--- config.mk ---
export PLATFORM = sky130hd
export DESIGN_NAME = mux_cdc_tx_arbiter_flat
export DESIGN_NICKNAME = d
export VERILOG_FILES = /design/src/rtl/mux_cdc_tx_arbiter_if.sv /design/src/rtl/mux_cdc_tx_arbiter.sv /design/src/flat_wrapper.sv
export SDC_FILE = /design/constraint.sdc
export NUM_CORES = 1
export LEC_CHECK = 0
export BUFFER_PORTS_ARGS = -buffer_cell sky130_fd_sc_hd__buf_2
export CORE_UTILIZATION = 35
export CTS_BUF_LIST = sky130_fd_sc_hd__clkbuf_4 sky130_fd_sc_hd__clkbuf_8
export DETAILED_ROUTE_END_ITERATION = 12
export MAX_ROUTING_LAYER = met4
export PLACE_DENSITY = 0.71
export SLEW_MARGIN = 10
export SYNTH_ARGS = -nofsm -noshare
export SYNTH_HDL_FRONTEND = slang
export SYNTH_SLANG_ARGS = --single-unit
--- constraint.sdc ---
create_clock -name clk -period 1.8 [get_ports clk]
set_input_delay 0.36 -clock clk [delete_from_list [all_inputs] [get_ports clk]]
set_output_delay 0.36 -clock clk [all_outputs]
set_load 0.01 [all_outputs]
--- src/rtl/mux_cdc_tx_arbiter_if.sv ---
`default_nettype none
// ============================================================================
//  Module   : mux_cdc_tx_arbiter_if
//  Purpose  : Requester / channel bundle for mux_cdc_tx_arbiter. The master
//             modport is the arbiter side; the slave modport is the
//             requester / channel side.
//  Options  : MUX_ARB_ACK_EN adds the ack input and the err output.
//  Revision : 1.0 - initial release
// ============================================================================
interface mux_cdc_tx_arbiter_if #(
  parameter int NREQ = 4,
  parameter int DW   = 8
);
  localparam int SW = (NREQ > 1) ? $clog2(NREQ) : 1;

  logic [NREQ-1:0]    req;
  logic [NREQ*DW-1:0] req_data;
  logic [NREQ-1:0]    gnt;
  logic [DW-1:0]      tx_data;
  logic               tx_tag;
  logic [SW-1:0]      sel_id;
  logic               busy;
`ifdef MUX_ARB_ACK_EN
  logic               ack;
  logic               err;

  modport master (
    input  req, req_data, ack,
    output gnt, tx_data, tx_tag, sel_id, busy, err
  );
  modport slave (
    output req, req_data, ack,
    input  gnt, tx_data, tx_tag, sel_id, busy, err
  );
`else
  modport master (
    input  req, req_data,
    output gnt, tx_data, tx_tag, sel_id, busy
  );
  modport slave (
    output req, req_data,
    input  gnt, tx_data, tx_tag, sel_id, busy
  );
`endif
endinterface
`default_nettype wire

--- src/rtl/mux_cdc_tx_arbiter.sv ---
`default_nettype none
// ============================================================================
//  Module   : mux_cdc_tx_arbiter
//  Purpose  : Source-domain scheduler for a mux/N-flop CDC data channel.
//             Round-robins NREQ requesters, loads the winner's word, holds it
//             stable for HOLD_CYC cycles, then idles GAP_CYC cycles. tx_tag
//             toggles per word so repeated identical words remain visible.
//  Options  : MUX_ARB_ACK_EN - HOLD ends early on ack; HOLD_CYC becomes a
//             timeout that sets the sticky err flag.
//  Revision : 1.0 - initial release
// ============================================================================
module mux_cdc_tx_arbiter #(
  parameter int NREQ     = 4,
  parameter int DW       = 8,
  parameter int HOLD_CYC = 6,
  parameter int GAP_CYC  = 2
) (
  input  wire logic             clk,
  input  wire logic             rst,
  mux_cdc_tx_arbiter_if.master  bus
);
  localparam int SW      = (NREQ > 1) ? $clog2(NREQ) : 1;
  localparam int CNT_MAX = (HOLD_CYC > GAP_CYC) ? HOLD_CYC : GAP_CYC;
  localparam int CW      = (CNT_MAX > 1) ? $clog2(CNT_MAX) : 1;

  localparam logic [CW-1:0] HOLD_LOAD = CW'(HOLD_CYC - 1);
  localparam logic [CW-1:0] GAP_LOAD  = CW'((GAP_CYC > 0) ? GAP_CYC - 1 : 0);
  localparam logic [SW-1:0] LAST_RST  = SW'(NREQ - 1);

  typedef enum logic [1:0] {
    S_IDLE = 2'd0,
    S_HOLD = 2'd1,
    S_GAP  = 2'd2
  } state_t;

  state_t            state_q, state_d;
  logic [CW-1:0]     cnt_q, cnt_d;
  logic [NREQ-1:0]   gnt_q, gnt_d;
  logic [DW-1:0]     tx_data_q, tx_data_d;
  logic              tx_tag_q, tx_tag_d;
  logic [SW-1:0]     sel_q, sel_d;
  logic [SW-1:0]     last_q, last_d;
`ifdef MUX_ARB_ACK_EN
  logic              err_q, err_d;
`endif

  logic              win_found;
  logic              hi_found;
  logic [SW-1:0]     lo_idx, hi_idx, win_idx;
  logic [DW-1:0]     win_data;
  logic              hold_done;

  // Round-robin pick: lowest requester above last_q, else lowest overall (wrap).
  always_comb begin
    hi_found  = 1'b0;
    win_found = 1'b0;
    lo_idx    = '0;
    hi_idx    = '0;
    for (int j = NREQ - 1; j >= 0; j--) begin
      if (bus.req[j]) begin
        win_found = 1'b1;
        lo_idx    = SW'(j);
        if (SW'(j) > last_q) begin
          hi_found = 1'b1;
          hi_idx   = SW'(j);
        end
      end
    end
    win_idx  = hi_found ? hi_idx : lo_idx;
    win_data = '0;
    for (int j = 0; j < NREQ; j++) begin
      if (win_idx == SW'(j)) begin
        win_data = bus.req_data[j*DW +: DW];
      end
    end
  end

  // Next-state and output-register logic for the IDLE/HOLD/GAP sequencer.
  always_comb begin
    state_d   = state_q;
    cnt_d     = cnt_q;
    gnt_d     = '0;
    tx_data_d = tx_data_q;
    tx_tag_d  = tx_tag_q;
    sel_d     = sel_q;
    last_d    = last_q;
    hold_done = 1'b0;
`ifdef MUX_ARB_ACK_EN
    err_d     = err_q;
`endif
    case (state_q)
      S_IDLE: begin
        if (win_found) begin
          tx_data_d        = win_data;
          tx_tag_d         = ~tx_tag_q;
          gnt_d[win_idx]   = 1'b1;
          sel_d            = win_idx;
          last_d           = win_idx;
          cnt_d            = HOLD_LOAD;
          state_d          = S_HOLD;
        end
      end
      S_HOLD: begin
`ifdef MUX_ARB_ACK_EN
        // An ack on the final count still counts as a capture, not a timeout.
        if (bus.ack) begin
          hold_done = 1'b1;
        end else if (cnt_q == '0) begin
          hold_done = 1'b1;
          err_d     = 1'b1;
        end
`else
        hold_done = (cnt_q == '0);
`endif
        if (hold_done) begin
          if (GAP_CYC == 0) begin
            state_d = S_IDLE;
            cnt_d   = '0;
          end else begin
            state_d = S_GAP;
            cnt_d   = GAP_LOAD;
          end
        end else begin
          cnt_d = cnt_q - 1'b1;
        end
      end
      S_GAP: begin
        if (cnt_q == '0) begin
          state_d = S_IDLE;
        end else begin
          cnt_d = cnt_q - 1'b1;
        end
      end
      default: begin
        state_d = S_IDLE;
        cnt_d   = '0;
      end
    endcase
  end

  // State and output registers; reset aborts any word in flight.
  always_ff @(posedge clk) begin
    if (rst) begin
      state_q   <= S_IDLE;
      cnt_q     <= '0;
      gnt_q     <= '0;
      tx_data_q <= '0;
      tx_tag_q  <= 1'b0;
      sel_q     <= '0;
      last_q    <= LAST_RST;
`ifdef MUX_ARB_ACK_EN
      err_q     <= 1'b0;
`endif
    end else begin
      state_q   <= state_d;
      cnt_q     <= cnt_d;
      gnt_q     <= gnt_d;
      tx_data_q <= tx_data_d;
      tx_tag_q  <= tx_tag_d;
      sel_q     <= sel_d;
      last_q    <= last_d;
`ifdef MUX_ARB_ACK_EN
      err_q     <= err_d;
`endif
    end
  end

  assign bus.gnt     = gnt_q;
  assign bus.tx_data = tx_data_q;
  assign bus.tx_tag  = tx_tag_q;
  assign bus.sel_id  = sel_q;
  assign bus.busy    = (state_q != S_IDLE);
`ifdef MUX_ARB_ACK_EN
  assign bus.err     = err_q;
`endif

endmodule
`default_nettype wire

--- src/flat_wrapper.sv ---
// flat-port wrapper written by rule: the top's interface ports become plain ports
module mux_cdc_tx_arbiter_flat 
#(
  parameter int NREQ     = 4,
  parameter int DW       = 8,
  parameter int HOLD_CYC = 6,
  parameter int GAP_CYC  = 2
)
  (clk, rst, bus_req, bus_req_data, bus_gnt, bus_tx_data, bus_tx_tag, bus_sel_id, bus_busy);
  mux_cdc_tx_arbiter_if #(.NREQ(NREQ), .DW(DW)) bus_i ();
  input  wire logic clk;
  input  wire logic rst;
  input wire logic [$bits(bus_i.req)-1:0] bus_req;
  input wire logic [$bits(bus_i.req_data)-1:0] bus_req_data;
  output wire logic [$bits(bus_i.gnt)-1:0] bus_gnt;
  output wire logic [$bits(bus_i.tx_data)-1:0] bus_tx_data;
  output wire logic [$bits(bus_i.tx_tag)-1:0] bus_tx_tag;
  output wire logic [$bits(bus_i.sel_id)-1:0] bus_sel_id;
  output wire logic [$bits(bus_i.busy)-1:0] bus_busy;
  assign bus_i.req = bus_req;
  assign bus_i.req_data = bus_req_data;
  assign bus_gnt = bus_i.gnt;
  assign bus_tx_data = bus_i.tx_data;
  assign bus_tx_tag = bus_i.tx_tag;
  assign bus_sel_id = bus_i.sel_id;
  assign bus_busy = bus_i.busy;
  mux_cdc_tx_arbiter #(.NREQ(NREQ), .DW(DW), .HOLD_CYC(HOLD_CYC), .GAP_CYC(GAP_CYC)) u_core (.clk(clk), .rst(rst), .bus(bus_i));
endmodule
==> impl_metrics.env, run 1 <==
export IMPL_fin_tns_setup_ps=0
export IMPL_num_vias=1213
export IMPL_crit_path_start_kind="flip-flop"
export IMPL_setup_viol=0
export IMPL_max_slew_margin=0.7779
export IMPL_grt_setup_unrepaired="false"
export IMPL_antenna_found_initial=0
export IMPL_clock_sinks=22
export IMPL_clock_skew_final_ps=17.45
export IMPL_cts_hold_buffers=0
export IMPL_fill_cells=344
export IMPL_fin_cells=248
export IMPL_result_of_the_run="finished, final reports clean"
export IMPL_synth_ff_latch_count=22
export IMPL_fp_dieW_um=61.94
export IMPL_cts_resized_gates=0
export IMPL_post_route_cells_drive_above_1_share=0.3812
export IMPL_drt_wirelength_per_cell_um=12.31
export IMPL_die_area_um2=3837
export IMPL_path_category_of_the_worst_min_delay_check="primary input to flip-flop"
export IMPL_dp_cells=244
export IMPL_synth_adder_area_share=0.01990
export IMPL_post_synth_xor_area_fraction=0.01393
export IMPL_ys_warnings_count=0
export IMPL_place_congestion=0.7842
export IMPL_drv_max_cap_violation_count=0
export IMPL_synth_top_cell_by_area="sky130_fd_sc_hd__dfxtp_1"
export IMPL_finalMaxSlewViolations=0
export IMPL_floorplan_rows=21
export IMPL_area_taken_by_multi_input_logic_gates_um2=732.0
export IMPL_wirelength_um=3054
export IMPL_cts_max_path_buffers=2
export IMPL_cp_max_fo=7
export IMPL_synth_cell_type_count=42
export IMPL_synthesis_area_per_instance_um2=8.793
export IMPL_mappedNetlistNets=183
export IMPL_power_ir_vdd_worst_v=0.0003553
export IMPL_setup_ws_post_layout_ps=261.9
export IMPL_layout_area_seq_um2=440.4
export IMPL_drt_pre_antenna_iters=4
export IMPL_grt_max_degree=14
export IMPL_io_pin_count=54
export IMPL_initial_core_util=0.3710
export IMPL_design_core_area_um2=3390
export IMPL_fin_crit_ps=1538
export IMPL_buffer_ports_inserted=53
export IMPL_cts_buffers=3
export IMPL_worst_endpoint_required_ps=2050
export IMPL_post_dp_hpwl_um=2363
export IMPL_nets=243
export IMPL_insertion_delay_ps=310
export IMPL_synth_area_leaders="sky130_fd_sc_hd__dfxtp_1, sky130_fd_sc_hd__mux2i_1, sky130_fd_sc_hd__a21o_1"
export IMPL_tritoncts="built"
export IMPL_synth_top_family_by_area="compound AO/OA/AOI/OAI gates"
export IMPL_drcViolationCount=0
export IMPL_ctsRootBufferMaster="sky130_fd_sc_hd__clkbuf_4"
export IMPL_insertedDiodeCount=0
export IMPL_routed_via_density=4.891
export IMPL_share_of_the_synthesized_area_in_compound_gates_ao_oa_aoi_oai=0.2468
export IMPL_final_util=0.4799
export IMPL_detail_route_iter0_violations=60
export IMPL_global_route_wire_length_before_repair_um=4747
export IMPL_syn_inst=143
export IMPL_synth_seq_area_share=0.3502
export IMPL_kind_of_end_point_of_the_critical_path="flip-flop"
export IMPL_p_leak_uw=0.0007669
export IMPL_p_per_area_nw_per_um2=1001
export IMPL_global_route_usage_total=0.1696
export IMPL_finalCritPeriodShare=0.8545
export IMPL_global_route_overflow_total=0
export IMPL_tightestPinTransition_ps=324.8
export IMPL_synth_mux_area_frac=0.07164
export IMPL_netlist_area_um2=1257
export IMPL_setup_worst_path_class="flip-flop to flip-flop"
export IMPL_fmax_ghz=0.6502
export IMPL_syn2layout_area_growth_pct=29.35
export IMPL_drtAntennaViolNets=0
export IMPL_die_height_um=61.94
export IMPL_post_cts_setup_buffer_count=0
export IMPL_crit_arrival_ps=1780
export IMPL_clk_transition_reported_paths_ps=140
export IMPL_finalHoldViolCount=0
export IMPL_grt_pass1_vias=1122
export IMPL_synth_simple_gate_area_frac=0.2299
export IMPL_post_synth_top_area_fraction=0.3502
export IMPL_h_tree_depth=1
export IMPL_place_ws_ps=52.96
[sequential cells by signal, indices dropped and copies added (netlist names)]
register / cells
u_core.bus.sel_id: 2
u_core.state_q: 2
u_core.bus.tx_tag: 1
u_core.bus.gnt: 4
u_core.cnt_q: 3
u_core.bus.tx_data: 8
u_core.last_q: 2
[power by group]
group | leakage, uW | switching (uW) | total [uW] | internal (uW)
clock network | 0.0000279 | 160 | 384 | 225
logic | 0.000557 | 331 | 610 | 279
registers | 0.000182 | 56.2 | 634 | 577
[area by class of cell]
| type | count | area share |
|---|---|---|
| Clock inverter | 1 | 0.01846 |
| Tap cell | 46 | 0.03538 |
| Sequential cell | 22 | 0.2708 |
| Inverter | 3 | 0.006923 |
| Timing Repair Buffer | 62 | 0.2046 |
| Clock buffer | 3 | 0.01385 |
| Multi-Input combinational cell | 111 | 0.4500 |
[through the flow]
stage / cell area [um2] / hold slack, ps / power, uW
after CTS: 1627 / 331.7 / 1639
after floorplan: 1257 / 471.2 / 1075
final: 1627 / 334.6 / 1628
after detailed placement: 1574 / 470.5 / 1255
after global placement: 1574 / 460.8 / 1246
after global routing: 1627 / 326.6 / 1745
[metal layers]
metal,track usage,vias up,wire length [um]
met5,-,-,0
met4,0.05397,0,35
met3,0.01863,2,72
met2,0.2812,23,1559
met1,0.2148,559,1387
li1,-,629,-
[worst paths after layout]
path / startpoint / to / cells after the start / slack (ps)
setup reg to reg: u_core.last_q[1] / u_core.bus.tx_data[5] / 6 / 260
setup / recovery: u_core.last_q[1] / u_core.bus.tx_data[5] / 6 / 260
hold reg to reg: u_core.bus.sel_id[0] / u_core.bus.sel_id[0] / 2 / 500
hold / removal: bus_req_data[4] / u_core.bus.tx_data[4] / 3 / 330
[synthesized netlist by cell type]
cell and number:
sky130_fd_sc_hd__dfxtp_1 22, sky130_fd_sc_hd__nor2_1 18, sky130_fd_sc_hd__o21ai_0 11, sky130_fd_sc_hd__a21o_1 9, sky130_fd_sc_hd__mux2i_1 9, sky130_fd_sc_hd__nand3_1 9, sky130_fd_sc_hd__nand2_1 8, sky130_fd_sc_hd__o211ai_1 8
sky130_fd_sc_hd__a21oi_1 5, sky130_fd_sc_hd__buf_6 4, sky130_fd_sc_hd__inv_1 3, sky130_fd_sc_hd__ha_1 2, sky130_fd_sc_hd__nand2_4 2, sky130_fd_sc_hd__nand3b_1 2, sky130_fd_sc_hd__nor2_4 2, sky130_fd_sc_hd__nor2b_1 2
sky130_fd_sc_hd__o21bai_1 2, sky130_fd_sc_hd__a2111oi_0 1, sky130_fd_sc_hd__a211o_2 1, sky130_fd_sc_hd__a221oi_1 1, sky130_fd_sc_hd__a22oi_1 1, sky130_fd_sc_hd__a2bb2oi_1 1, sky130_fd_sc_hd__a31oi_1 1, sky130_fd_sc_hd__and2_4 1
sky130_fd_sc_hd__and2b_1 1, sky130_fd_sc_hd__and3b_1 1, sky130_fd_sc_hd__buf_12 1, sky130_fd_sc_hd__buf_2 1, sky130_fd_sc_hd__clkbuf_1 1, sky130_fd_sc_hd__nand2_2 1, sky130_fd_sc_hd__nand2b_1 1, sky130_fd_sc_hd__nor3_1 1
sky130_fd_sc_hd__nor3b_1 1, sky130_fd_sc_hd__o211ai_2 1, sky130_fd_sc_hd__o21a_1 1, sky130_fd_sc_hd__o21ai_1 1, sky130_fd_sc_hd__o31ai_2 1, sky130_fd_sc_hd__or2_2 1, sky130_fd_sc_hd__or3_1 1, sky130_fd_sc_hd__or4_4 1
sky130_fd_sc_hd__xnor2_1 1, sky130_fd_sc_hd__xor2_1 1
[layout by cell type (no fill, tap or decap), drive strengths merged]
cell type	n
a2111oi	1
a211o	1
a21o	9
a21oi	5
a221oi	1
a22oi	1
a2bb2oi	1
a31oi	1
and2	1
and2b	1
and3b	1
buf	62
bufinv	1
clkbuf	3
dfxtp	22
ha	2
inv	3
mux2i	9
nand2	11
nand2b	1
nand3	9
nand3b	2
nor2	20
nor2b	2
nor3	1
nor3b	1
o211ai	9
o21a	1
o21ai	12
o21bai	2
o31ai	1
or2	1
or3	1
or4	1
xnor2	1
xor2	1
[kinds of logic (layout without fill, tap and decap cells)]
family / Yosys count / count (layout)
AND/OR/NAND/NOR: 53 / 53
AO/OA/AOI/OAI: 45 / 45
flip-flops: 22 / 22
buffers and inverters: 10 / 69
multiplexers: 9 / 9
adder cells (fa/ha/maj): 2 / 2
XOR/XNOR: 2 / 2
[worst max-delay path: stages (launching register included)]
cell	delay, ps
sky130_fd_sc_hd__dfxtp_1	460
sky130_fd_sc_hd__and3b_1	220
sky130_fd_sc_hd__o31ai_2	90
sky130_fd_sc_hd__or3_1	330
sky130_fd_sc_hd__buf_4	160
sky130_fd_sc_hd__a21o_1	150
sky130_fd_sc_hd__o211ai_1	80
No activity file was read; power rests on OpenSTA's default activity.
==> inputs of run 2 (changes only) <==
--- a/config.mk
+++ b/config.mk
@@ -6,11 +6,11 @@
 export NUM_CORES = 1
 export LEC_CHECK = 0
 export BUFFER_PORTS_ARGS = -buffer_cell sky130_fd_sc_hd__buf_2
-export CORE_UTILIZATION = 35
+export CORE_UTILIZATION = 49
 export CTS_BUF_LIST = sky130_fd_sc_hd__clkbuf_4 sky130_fd_sc_hd__clkbuf_8
 export DETAILED_ROUTE_END_ITERATION = 12
 export MAX_ROUTING_LAYER = met4
-export PLACE_DENSITY = 0.71
+export PLACE_DENSITY = 0.91
 export SLEW_MARGIN = 10
 export SYNTH_ARGS = -nofsm -noshare
 export SYNTH_HDL_FRONTEND = slang
==> run 2 against run 1 <==
  * Combinational power decreased by 3%
  * Clock skew decreased by 15 ps
  * Flip-flop and latch count unchanged
  * Wire length increased by 8.2%
  * Sequential share of layout area increased by 1.1 points
  * Worst setup slack got worse by 140 ps
  * Clock power increased by 1%
  * Die area decreased by 28%
  * Critical path depth decreased by 1
  * Via count increased by 5.6%
  * Critical endpoint unchanged
  * Largest cell class unchanged
==> impl_metrics.env, run 2 (synthesis results as in run 1) <==
export IMPL_die_height_um=52.66
export IMPL_tritoncts="built"
export IMPL_syn2layout_area_growth_pct=24.38
export IMPL_timing_rr_start="u_core.last_q[1]"
export IMPL_drt_pre_antenna_iters=4
export IMPL_detail_route_iter0_violations=38
export IMPL_tightestPinTransition_ps=608.4
export IMPL_drv_max_cap_violation_count=0
export IMPL_insertion_delay_ps=320
export IMPL_cp_max_fo=9
export IMPL_cts_buffers=3
export IMPL_h_tree_depth=1
export IMPL_io_pin_count=54
export IMPL_power_ir_vdd_worst_v=0.0005809
export IMPL_fp_dieW_um=52.66
export IMPL_crit_arrival_ps=1920
export IMPL_p_leak_uw=0.0007396
export IMPL_worst_r2r_cell_count=5
export IMPL_drcViolationCount=0
export IMPL_floorplan_rows=17
export IMPL_clock_sinks=22
export IMPL_drtAntennaViolNets=0
export IMPL_timing_hold_worst_start="bus_req_data[1]"
export IMPL_timing_rr_end="u_core.bus.tx_data[5]"
export IMPL_antenna_found_initial=0
export IMPL_nets=237
export IMPL_die_area_um2=2773
export IMPL_finalMaxSlewViolations=0
export IMPL_layout_area_seq_um2=440.4
export IMPL_place_ws_ps=-84.25
export IMPL_insertedDiodeCount=0
export IMPL_layout_cell_area_non_filler_um2=1564
export IMPL_dp_cells=220
export IMPL_wirelength_um=3303
export IMPL_fin_tns_setup_ps=0
export IMPL_grt_setup_unrepaired="false"
export IMPL_result_of_the_run="finished, final reports clean"
export IMPL_p_per_area_nw_per_um2=1045
export IMPL_crit_path_start_kind="flip-flop"
export IMPL_buffer_ports_inserted=53
export IMPL_grt_max_degree=14
export IMPL_largest_reg_flops=8
export IMPL_ctsRootBufferMaster="sky130_fd_sc_hd__clkbuf_4"
export IMPL_worst_hold_path_num_cells=3
export IMPL_global_route_wire_length_before_repair_um=5237
export IMPL_clk_transition_reported_paths_ps=130
export IMPL_finalHoldViolCount=0
export IMPL_fin_crit_ps=1679
export IMPL_kind_of_end_point_of_the_critical_path="flip-flop"
export IMPL_max_slew_margin=0.5944
export IMPL_most_common_cell_after_layout_fill_and_taps_aside="sky130_fd_sc_hd__buf_2"
export IMPL_fmax_ghz=0.5956
export IMPL_r2r_slack_ps=120
export IMPL_place_area_um2=1506
export IMPL_initial_core_util=0.5424
export IMPL_setup_ws_post_layout_ps=121.1
export IMPL_path_category_of_the_worst_min_delay_check="primary input to flip-flop"
export IMPL_hold_path_endpoint="u_core.bus.tx_data[1]"
export IMPL_post_route_cells_drive_above_1_share=0.3673
export IMPL_design_core_area_um2=2318
export IMPL_cts_hold_buffers=0
export IMPL_fill_cells=190
export IMPL_setup_worst_path_class="flip-flop to flip-flop"
export IMPL_fin_cells=224
export IMPL_finalCritPeriodShare=0.9327
export IMPL_setup_viol=0
export IMPL_global_route_overflow_total=0
export IMPL_num_vias=1281
export IMPL_final_util=0.6746
export IMPL_global_route_usage_total=0.2642
export IMPL_routed_via_density=5.719
export IMPL_worst_endpoint_required_ps=2040
export IMPL_place_congestion=0.8338
export IMPL_cts_max_path_buffers=2
export IMPL_drt_wirelength_per_cell_um=14.75
export IMPL_area_taken_by_multi_input_logic_gates_um2=737.0
export IMPL_post_dp_hpwl_um=2476
export IMPL_layout_common_cells="sky130_fd_sc_hd__buf_2, sky130_fd_sc_hd__dfxtp_1, sky130_fd_sc_hd__nor2_1, sky130_fd_sc_hd__o21ai_0"
export IMPL_clock_skew_final_ps=2.778
export IMPL_grt_pass1_vias=1232
run 2: final cells by class:
class,instances,share of cell area
multi-input cells,111,0.4712
flip-flops and latches,22,0.2816
inverters,3,0.007200
well taps,28,0.02240
clock inverters,1,0.01920
repair buffers,56,0.1840
clock buffers,3,0.01440
run 2: worst max path at each step:
stage                     startpoint                    end  slack (ps)  depth (start not counted)
CTS                 u_core.last_q[0]  u_core.bus.tx_data[5]          60                          5
finish              u_core.last_q[1]  u_core.bus.tx_data[5]         120                          5
floorplan                 bus_req[0]  u_core.bus.tx_data[0]         260                          6
global placement          bus_req[0]  u_core.bus.tx_data[1]         -20                          6
global route        u_core.last_q[1]  u_core.bus.tx_data[5]          30                          5
detailed placement        bus_req[0]  u_core.bus.tx_data[3]         -80                          6
run 2: layer usage:
layer	vias to the layer above	GRT usage	wire, um
met5	-	-	0
met4	0	0.1360	48
met3	7	0.04058	209
met2	64	0.4536	1700
met1	588	0.2935	1344
li1	622	-	-
run 2: report_power, final:
part / internal (uW) / switching [uW] / total (uW)
combinational: 262 / 329 / 591
sequential: 577 / 76.1 / 654
clock: 225 / 164 / 389
total: 1070 / 569 / 1630
run 2: stage by stage:
stage,total power [uW],hold WS [ps]
5_1_grt,1722,340.3
6_report,1634,332.5
2_1_floorplan,1075,471.2
3_5_place_dp,1241,465.2
4_1_cts,1628,334.6
3_3_place_gp,1207,462.4
run 2: worst max-delay path, cell delays in order (launching register included):
cell	delay (ps)
sky130_fd_sc_hd__dfxtp_1	400
sky130_fd_sc_hd__nand2b_1	190
sky130_fd_sc_hd__a21oi_1	510
sky130_fd_sc_hd__o21ai_0	180
sky130_fd_sc_hd__a21o_1	210
sky130_fd_sc_hd__o211ai_1	100
run 2: what timing repair did:
item,in CTS,in global routing
gates resized for setup,0,1
setup endpoints to repair,0,7
setup buffers,0,0
==> inputs of run 3 (changes only) <==
--- a/config.mk
+++ b/config.mk
@@ -6,11 +6,13 @@
 export NUM_CORES = 1
 export LEC_CHECK = 0
 export BUFFER_PORTS_ARGS = -buffer_cell sky130_fd_sc_hd__buf_2
-export CORE_UTILIZATION = 49
+export CAP_MARGIN = 15
+export CORE_UTILIZATION = 44
 export CTS_BUF_LIST = sky130_fd_sc_hd__clkbuf_4 sky130_fd_sc_hd__clkbuf_8
 export DETAILED_ROUTE_END_ITERATION = 12
+export GPL_ROUTABILITY_DRIVEN = 0
 export MAX_ROUTING_LAYER = met4
-export PLACE_DENSITY = 0.91
+export PLACE_DENSITY = 0.87
 export SLEW_MARGIN = 10
 export SYNTH_ARGS = -nofsm -noshare
 export SYNTH_HDL_FRONTEND = slang
==> constraint.sdc (replaced) <==
create_clock -name clk -period 1.42 [get_ports clk]
set_input_delay 0.284 -clock clk [delete_from_list [all_inputs] [get_ports clk]]
set_output_delay 0.284 -clock clk [all_outputs]
set_load 0.01 [all_outputs]
==> run 3 against run 2 <==
  * The flow now finishes with violations (setup timing)
  * Worst setup slack worse by 130 ps
  * Combinational power is 57% higher
  * Final cell count is 8.0% higher
  * Hold slack worse by 70 ps
  * Fmax is 17% higher
  * Register-to-register slack worse by 130 ps
  * Clock skew is 8.9 ps higher
  * Via count is 1.4% higher
  * Count of clock-buffer cells in the layout is 1 higher
  * Total power is 28% higher
  * First-iteration DRC count is 50% higher
==> impl_metrics.env, run 3 (synthesis results as in run 1) <==
export IMPL_setup_ws_post_layout_ps=-11.40
export IMPL_path_category_of_the_worst_min_delay_check="primary input to flip-flop"
export IMPL_grt_setup_unrepaired="true"
export IMPL_place_area_um2=1635
export IMPL_num_vias=1299
export IMPL_tritoncts="built"
export IMPL_post_route_cells_drive_above_1_share=0.4787
export IMPL_result_of_the_run="finished with violations"
export IMPL_clock_skew_final_ps=11.66
export IMPL_wirelength_um=3035
export IMPL_layout_area_seq_um2=449.2
export IMPL_floorplan_rows=19
export IMPL_crit_path_start_kind="flip-flop"
export IMPL_cp_max_fo=7
export IMPL_crit_arrival_ps=1650
export IMPL_critical_path_cell_chain="and2b_1 -> o31ai_2 -> buf_4 -> nor2_4 -> a211o_2"
export IMPL_p_leak_uw=0.0008246
export IMPL_design_core_area_um2=2734
export IMPL_grt_max_degree=13
export IMPL_detail_route_iter0_violations=57
export IMPL_p_per_area_nw_per_um2=1201
export IMPL_fin_crit_ps=1431
export IMPL_grt_pass1_vias=1207
export IMPL_layout_common_cells="sky130_fd_sc_hd__buf_2, sky130_fd_sc_hd__nor2_1, sky130_fd_sc_hd__dfxtp_1, sky130_fd_sc_hd__buf_4, sky130_fd_sc_hd__o21ai_0"
export IMPL_global_route_overflow_total=0
export IMPL_routed_via_density=5.368
export IMPL_initial_core_util=0.4600
export IMPL_cts_hold_buffers=0
export IMPL_finalCritPeriodShare=1.008
export IMPL_drt_pre_antenna_iters=4
export IMPL_nets=252
export IMPL_finalHoldViolCount=0
export IMPL_insertion_delay_ps=310
export IMPL_global_route_wire_length_before_repair_um=5016
export IMPL_worst_endpoint_required_ps=1640
export IMPL_drcViolationCount=0
export IMPL_final_util=0.6375
export IMPL_clock_sinks=22
export IMPL_cts_buffers=3
export IMPL_drtAntennaViolNets=0
export IMPL_finalMaxSlewViolations=0
export IMPL_drt_wirelength_per_cell_um=12.54
export IMPL_timing_critical_path_slowest_stage_cell="sky130_fd_sc_hd__dfxtp_4"
export IMPL_syn2layout_area_growth_pct=38.61
export IMPL_cts_max_path_buffers=2
export IMPL_fp_dieW_um=55.46
export IMPL_max_slew_margin=0.7792
export IMPL_fmax_ghz=0.6986
export IMPL_buffer_ports_inserted=53
export IMPL_clk_transition_reported_paths_ps=130
export IMPL_violated_checks="setup timing"
export IMPL_global_route_usage_total=0.2020
export IMPL_layout_cell_area_non_filler_um2=1743
export IMPL_largest_reg_flops=8
export IMPL_post_cts_setup_buffer_count=0
export IMPL_post_dp_hpwl_um=2203
export IMPL_met3_wirelength_um=96
export IMPL_fill_cells=217
export IMPL_kind_of_end_point_of_the_critical_path="flip-flop"
export IMPL_ctsRootBufferMaster="sky130_fd_sc_hd__clkbuf_4"
export IMPL_wl_met1_um=1421
export IMPL_top_layer_used="met4"
export IMPL_area_taken_by_multi_input_logic_gates_um2=797.0
export IMPL_power_ir_vdd_worst_v=0.0007518
export IMPL_tightestPinTransition_ps=331.3
export IMPL_h_tree_depth=1
export IMPL_most_common_cell_after_layout_fill_and_taps_aside="sky130_fd_sc_hd__buf_2"
export IMPL_setup_worst_path_class="flip-flop to flip-flop"
export IMPL_antenna_found_initial=0
export IMPL_drv_max_cap_violation_count=0
export IMPL_critical_path_max_stage_delay_ps=410
export IMPL_die_height_um=55.46
export IMPL_insertedDiodeCount=0
export IMPL_setup_viol=2
export IMPL_die_area_um2=3076
export IMPL_io_pin_count=54
export IMPL_met2RoutedLength_um=1496
run 3: cell count changes in the layout (fill, tap and decap cells not counted), moves of 2 or more:
cell / delta
sky130_fd_sc_hd__a21oi_1: -2
sky130_fd_sc_hd__dfxtp_1: -5
sky130_fd_sc_hd__buf_4: +11
sky130_fd_sc_hd__buf_6: +4
sky130_fd_sc_hd__dfxtp_2: +4
sky130_fd_sc_hd__a21oi_2: +2
run 3: timing repair:
| item | in CTS | in global routing |
|---|---|---|
| resized for setup | 5 | 19 |
| gates cloned | 0 | 1 |
| endpoints found under the setup margin | 11 | 14 |
| pin swaps | 1 | 11 |
run 3: path summary, 6_finish.rpt:
check | slack, ps | startpoint | depth (start not counted) | end
max | -10 | u_core.last_q[1] | 5 | u_core.last_q[1]
min | 260 | bus_req_data[5] | 3 | u_core.bus.tx_data[5]
max reg2reg | -10 | u_core.last_q[1] | 5 | u_core.last_q[1]
min reg2reg | 500 | u_core.bus.tx_data[1] | 2 | u_core.bus.tx_data[1]
run 3: layer usage:
layer / up-vias / track usage
met4: 0 / 0.04643
met5: - / -
met2: 33 / 0.3460
met1: 613 / 0.2478
li1: 651 / -
met3: 2 / 0.03513
run 3: worst max-delay path, delay by kind of cell, from the launching register on:
| kind | cells | cell delay, ps |
|---|---|---|
| AOI/OAI and AO/OA | 2 | 510 |
| buffers and inverters | 1 | 190 |
| DFF | 1 | 410 |
| and+or+nand+nor | 2 | 240 |
run 3: where the power goes:
part           internal [uW]  switching, uW  leakage [uW]  total (uW)
Clock                    157            198     0.0000210         355
Combinational            459            469      0.000621         929
Sequential               739           72.2      0.000183         811
run 3: through the flow:
| stage | worst slack (ps) | total power [uW] | std cells | TNS (ps) | hold slack [ps] |
|---|---|---|---|---|---|
| 2_1_floorplan | -29.36 | 1365 | 143 | -199.5 | 471.2 |
| 3_3_place_gp | -209.3 | 1643 | 238 | -2521 | 461.9 |
| 3_5_place_dp | -233.1 | 1660 | 238 | -2699 | 456.1 |
| 4_1_cts | 1.498 | 2013 | 241 | 0 | 261.3 |
| 5_1_grt | -74.63 | 2238 | 242 | -486.8 | 256.3 |
| 6_report | -11.40 | 2094 | 242 | -19.08 | 262.4 |
run 3: final cells by class:
class | instances | share of cell area
clock buffers | 4 | 0.02082
inverters | 3 | 0.006461
multi-input cells | 112 | 0.4573
flip-flops and latches | 22 | 0.2577
well taps | 31 | 0.02225
repair buffers | 70 | 0.2355
